==> src/rtl/rounder_pkg.sv <==
// Shared types and sizing for the rounder sequencer and its mask unit.
package rounder_pkg;
  localparam int W   = 64;
  localparam int SHW = 13;
  localparam int P   = 53;

  typedef enum logic [1:0] {RM_RNE, RM_RTZ, RM_RUP, RM_RDN} rm_e;
  typedef enum logic [2:0] {IDLE, MASK, ROUND, NORM, DONE} rs_state_e;
endpackage

==> src/rtl/round_seq_ctrl_mask.sv <==
// Low-bit mask generator: v has ones in [sh-1:0]; any sh >= W saturates to all ones.
module mask #(
  parameter int W   = rounder_pkg::W,
  parameter int SHW = rounder_pkg::SHW
) (
  input  logic [SHW-1:0] sh,
  output logic [W-1:0]   v
);
  import rounder_pkg::*;

  logic [W-1:0] one;
  assign one = {{(W-1){1'b0}}, 1'b1};

  // Saturate first so the shift never sees an out-of-range amount.
  always_comb begin
    v = '1;
    if (sh < SHW'(W)) v = (one << sh) - one;
  end
endmodule

==> src/rtl/round_seq_ctrl.sv <==
// Multi-cycle rounding sequencer: mask -> round/sticky -> increment -> optional renormalise.
module round_seq_ctrl #(
  parameter int W   = rounder_pkg::W,
  parameter int SHW = rounder_pkg::SHW,
  parameter int P   = rounder_pkg::P
) (
  input  logic           clk,
  input  logic           rst_n,
  input  logic           in_valid,
  output logic           in_ready,
  input  logic [W-1:0]   in_sig,
  input  logic [SHW-1:0] in_sh,
  input  logic           in_sign,
  input  logic [1:0]     in_rm,
  output logic           out_valid,
  input  logic           out_ready,
  output logic [W-1:0]   out_sig,
  output logic           out_eadj,
  output logic           out_inex
);
  import rounder_pkg::*;

  rs_state_e      state, nxt;
  logic [W-1:0]   sig_q, v_q, kept_q, v;
  logic [SHW-1:0] sh_q;
  logic           sign_q;
  rm_e            rm_q;
  logic [W:0]     sum_q, sum;
  logic [W-1:0]   rbits;
  logic           r, s, inc, sh_ge_w, sh_gt_w;

  // Mask driven from the latched shift so v is ready to register in MASK.
  mask #(.W(W), .SHW(SHW)) u_mask (.sh(sh_q), .v(v));

  assign sh_ge_w = (sh_q >= SHW'(W));
  assign sh_gt_w = (sh_q >  SHW'(W));

  // Round/sticky/increment from the registered mask and kept bits.
  always_comb begin
    rbits = sig_q >> (sh_q - SHW'(1));
    r     = (sh_q != '0) && !sh_gt_w && rbits[0];
    s     = sh_gt_w ? (|sig_q) : (|(sig_q & (v_q >> 1)));
    case (rm_q)
      RM_RNE:  inc = r & (s | kept_q[0]);
      RM_RTZ:  inc = 1'b0;
      RM_RUP:  inc = ~sign_q & (r | s);
      default: inc = sign_q & (r | s);
    endcase
    sum = {1'b0, kept_q} + {{W{1'b0}}, inc};
  end

  // State register.
  always_ff @(posedge clk or negedge rst_n) begin
    if (!rst_n) state <= IDLE;
    else        state <= nxt;
  end

  // Next-state logic.
  always_comb begin
    nxt = state;
    case (state)
      IDLE:    if (in_valid) nxt = MASK;
      MASK:    nxt = ROUND;
      ROUND:   nxt = sum[P] ? NORM : DONE;
      NORM:    nxt = DONE;
      DONE:    if (out_ready) nxt = IDLE;
      default: nxt = IDLE;
    endcase
  end

  // Handshake outputs decoded from state.
  always_comb begin
    in_ready  = (state == IDLE);
    out_valid = (state == DONE);
  end

  // Datapath registers: operand latch, mask/kept capture, rounded result.
  always_ff @(posedge clk or negedge rst_n) begin
    if (!rst_n) begin
      sig_q    <= '0;
      sh_q     <= '0;
      sign_q   <= 1'b0;
      rm_q     <= RM_RNE;
      v_q      <= '0;
      kept_q   <= '0;
      sum_q    <= '0;
      out_sig  <= '0;
      out_eadj <= 1'b0;
      out_inex <= 1'b0;
    end else begin
      case (state)
        IDLE: if (in_valid) begin
          sig_q  <= in_sig;
          sh_q   <= in_sh;
          sign_q <= in_sign;
          rm_q   <= rm_e'(in_rm);
        end
        MASK: begin
          v_q    <= v;
          kept_q <= sh_ge_w ? '0 : (sig_q >> sh_q);
        end
        ROUND: begin
          sum_q    <= sum;
          out_inex <= r | s;
          if (!sum[P]) begin
            out_sig  <= sum[W-1:0];
            out_eadj <= 1'b0;
          end
        end
        // Carry-out means sum = 2^P, so the shifted-out bit is zero: no re-round.
        NORM: begin
          out_sig  <= sum_q[W:1];
          out_eadj <= 1'b1;
        end
        default: ;
      endcase
    end
  end
endmodule

==> config.mk <==
export PLATFORM = sky130hd
export DESIGN_NAME = round_seq_ctrl
export DESIGN_NICKNAME = d
export VERILOG_FILES = /design/src/rtl/rounder_pkg.sv /design/src/rtl/round_seq_ctrl_mask.sv /design/src/rtl/round_seq_ctrl.sv
export SDC_FILE = /design/constraint.sdc
export NUM_CORES = 1
export LEC_CHECK = 0
export ABC_AREA = 0
export ABC_CLOCK_PERIOD_IN_PS = 6840
export BUFFER_PORTS_ARGS = -buffer_cell sky130_fd_sc_hd__buf_4
export CORE_ASPECT_RATIO = 1.5
export CORE_MARGIN = 4
export CORE_UTILIZATION = 31
export CTS_CLUSTER_DIAMETER = 40
export DETAILED_ROUTE_END_ITERATION = 8
export SYNTH_ARGS = -nofsm -noshare
export SYNTH_HDL_FRONTEND = slang
export SYNTH_SLANG_ARGS = --single-unit
==> constraint.sdc <==
create_clock -name clk -period 6.84 [get_ports clk]
set_input_delay 0.684 -clock clk [delete_from_list [all_inputs] [get_ports clk]]
set_output_delay 0.684 -clock clk [all_outputs]
set_load 0.03 [all_outputs]
==> qor.txt <==
Share of the synthesized area in the top cell type -> 41.7%
Starting Density -> 31.5%
Clk buf depth -> 3
Most common cell in the netlist -> nand2_1
Drt first pass iters -> 7
Pleak -> 9.90 nW
Buf/Inv on CP -> 1
Core area -> 64800 um^2
Cts repair resizes -> 0
CTS tree -> yes
Share of layout cells above drive strength 1 -> 21.3%
Synth-to-layout area growth -> 18.5%
Slew @ Worst Pin -> 1.16 ns
H-tree levels -> 2
Routed wire per std cell -> 25.3 um
Crit start category -> register
Maxcap violations -> 0
Worst stage delay on the critical path -> 0.85 ns
Register area share after synthesis -> 41.7%
Slew Viols, Final -> 0
First-pass GRT wire length -> 118 mm
Syn Std Cell Area -> 20400 um^2
FP Rows -> 114
Critical path required time -> 7.35 ns
Primary FF master, synth -> dfrtp_1
Crit end category -> register
R2R depth -> 16
Die X -> 217 um
Fin crit period -> 5.83 ns
Worst path slowest cell -> xor2_1
CP arrival -> 6.34 ns
Top delay family on crit path -> compound AO/OA/AOI/OAI gates
Fin util -> 37.3%
Inst Count DP -> 3016
Critical path class -> reg -> reg
Commonest cells in the netlist -> nand2_1, dfrtp_1, nor2_1
Fmax -> 172 MHz
Antenna violations before repair -> 0
Tcrit/Tclk final -> 85.2%
Total negative slack -> 0 ns
Die span in y -> 322 um
N_diodes -> 0
Synthesized flop and latch total -> 340
Final Hold Fails -> 0
Initial DRC count -> 2004
Dominant cell type by area after synthesis -> dfrtp_1
Reg2Reg Launch Point -> sh_q[1]
GR Overflow Total -> 0
Die area -> 70000 um^2
Worst-Skew Late Latency -> 0.63 ns
Worst reg-to-reg setup slack -> 1.01 ns
Largest cells by area after synthesis -> dfrtp_1, mux4_2, nand2_1
Final wirelength -> 78.5 mm
Routed vias -> 18019
Unrepaired setup endpoints after global routing -> false
Synth async-reset ratio -> 100%
Worst rel slew slack -> 21.9%
Post-route DRC violation count -> 0
GP Congestion -> 0.981
Number of port buffers -> 151
Nets -> 2286
Post-synth EDFFs -> 0
IO Count -> 152
Post-route ant nets -> 0
Outcome -> completed
Post-CTS setup buffer count -> 0
Setup ws final -> 1.01 ns
Setup violations, final -> 0
Crit path cell chain -> inv_2, ha_1, xor2_1, a211oi_1, a311o_1, a32oi_1, a2bb2oi_1, o21ai_0, o211a_1, ha_1, nand2_1, nor4_4, nand4_4, xor2_1, o21a_1, o221a_2
Post-synthesis cell type count -> 79
CTS Hold Bufs -> 0
Via density -> 5.80
Pwr Density -> 432 nW/um^2
CP max FO -> 17
Overall Global Routing Usage -> 21.9%
Clk sinks -> 340
Post-Synthesis Cells -> 2117
Total power -> 10.4 mW
Final HPWL DP -> 57.9 mm
Root Buffer -> clkbuf_16
Total CTS buffers -> 49
Clk slew on worst S/H paths -> 0.06 ns
Synthesis Warnings -> 0
Worst Hold Class -> in -> async
Peak supply drop -> 0.000320 V
Vias in the first global route -> 17708
DP Worst Slack -> 1.05 ns
RR Endpoint -> out_sig[56]
Largest net degree at the start of global routing -> 128
Syn_nets -> 2206
Layout Cells excl Fill -> 3107
Syn Area/Cell -> 9.63 um^2
Clk_skew -> 0.0625 ns
==> state kept, by name, summed over array words and instances (netlist names) <==
signal,flops
kept_q,64
out_eadj,1
out_sig,64
sign_q,1
state,3
sum_q,64
sig_q,64
v_q,63
sh_q,13
rm_q,2
out_inex,1
==> metal layers <==
metal  vias to the layer above  global-route usage, %  part of all wire, %
met2                       930                   36.9                   48
met1                      8902                   26.4                   38
met5                         -                      0                    0
met4                         0                   12.4                  6.7
li1                       7945                      -                    -
met3                       242                   3.70                  6.7
==> worst max path at each step <==
stage	cells after the start	endpoint	start	slack (ns)
final	16	out_sig[56]	sh_q[1]	1.01
after global routing	16	out_sig[52]	sh_q[1]	0.59
after CTS	16	out_sig[56]	sh_q[1]	0.98
after detailed placement	16	out_sig[56]	sh_q[1]	1.05
after global placement	17	out_sig[8]	sh_q[1]	1.23
after floorplan	23	out_sig[40]	sh_q[1]	1.78
==> power breakdown <==
group / leakage, nW / internal [mW] / switching, mW / total, mW
Clock: 0.880 / 1.69 / 1.10 / 2.80
Combinational: 4.75 / 1.84 / 2.52 / 4.36
Sequential: 4.27 / 2.37 / 0.916 / 3.28
Total: 9.90 / 5.90 / 4.54 / 10.4
==> worst reg2reg max path: cells and delay by family, from the launching register on <==
kind                       cells  cell delay [ns]
buffers and inverters          1             0.20
DFF                            1             0.55
xor gates and xnor gates       2             1.39
AOI/OAI and AO/OA              8             2.23
adders and majority gates      2             0.47
and+or+nand+nor                3             0.88
==> through the flow <==
| stage | hold WS [ns] | area, um^2 |
|---|---|---|
| CTS | 0.0395 | 24100 |
| floorplan | 0.388 | 20400 |
| detailed placement | 0.462 | 22300 |
| global route | 0.0694 | 24100 |
| finish | 0.0317 | 24100 |
| global placement | 0.453 | 22300 |
==> cell type report <==
class / count / area (um^2)
sequential: 340 / 8520
clock inverter: 39 / 577
inverter: 26 / 97.6
timing repair buffer: 192 / 1470
fill: 6588 / 40600
clock buffer: 52 / 1260
multi-input combinational: 1588 / 11100
tap: 870 / 1090
==> kinds of logic after synthesis <==
logic type      count (synthesis)  share of synthesized area [%]
fa+ha+maj                       5                          0.307
simple gates                  768                           16.9
mux                           285                           19.3
flops                         340                           41.7
buf+inv                       189                           3.83
xor+xnor                       81                           3.48
compound gates                449                           14.5
==> layout by cell type (no fill, tap or decap), types with 7 or more instances in the layout <==
cell type / instances
nor2_1: 132
o31ai_1: 9
a211oi_1: 9
a221o_1: 11
o21ai_0: 110
a21oi_1: 92
a221oi_1: 24
o211ai_1: 8
o221ai_1: 20
a22oi_1: 7
xor2_1: 32
buf_4: 189
o22ai_1: 7
xnor2_1: 49
nand3_1: 67
inv_6: 10
nand4_1: 32
a21o_1: 8
nor4_1: 26
nand2_1: 384
clkbuf_16: 49
a22o_1: 32
mux2i_1: 119
dfrtp_1: 337
a31oi_1: 22
clkinv_8: 7
a2bb2oi_1: 7
mux2_2: 87
inv_1: 22
mux4_2: 78
nor3_1: 50
and3_1: 21
o21ai_1: 35
bufinv_16: 8
Power figures use the tool's default switching activity.
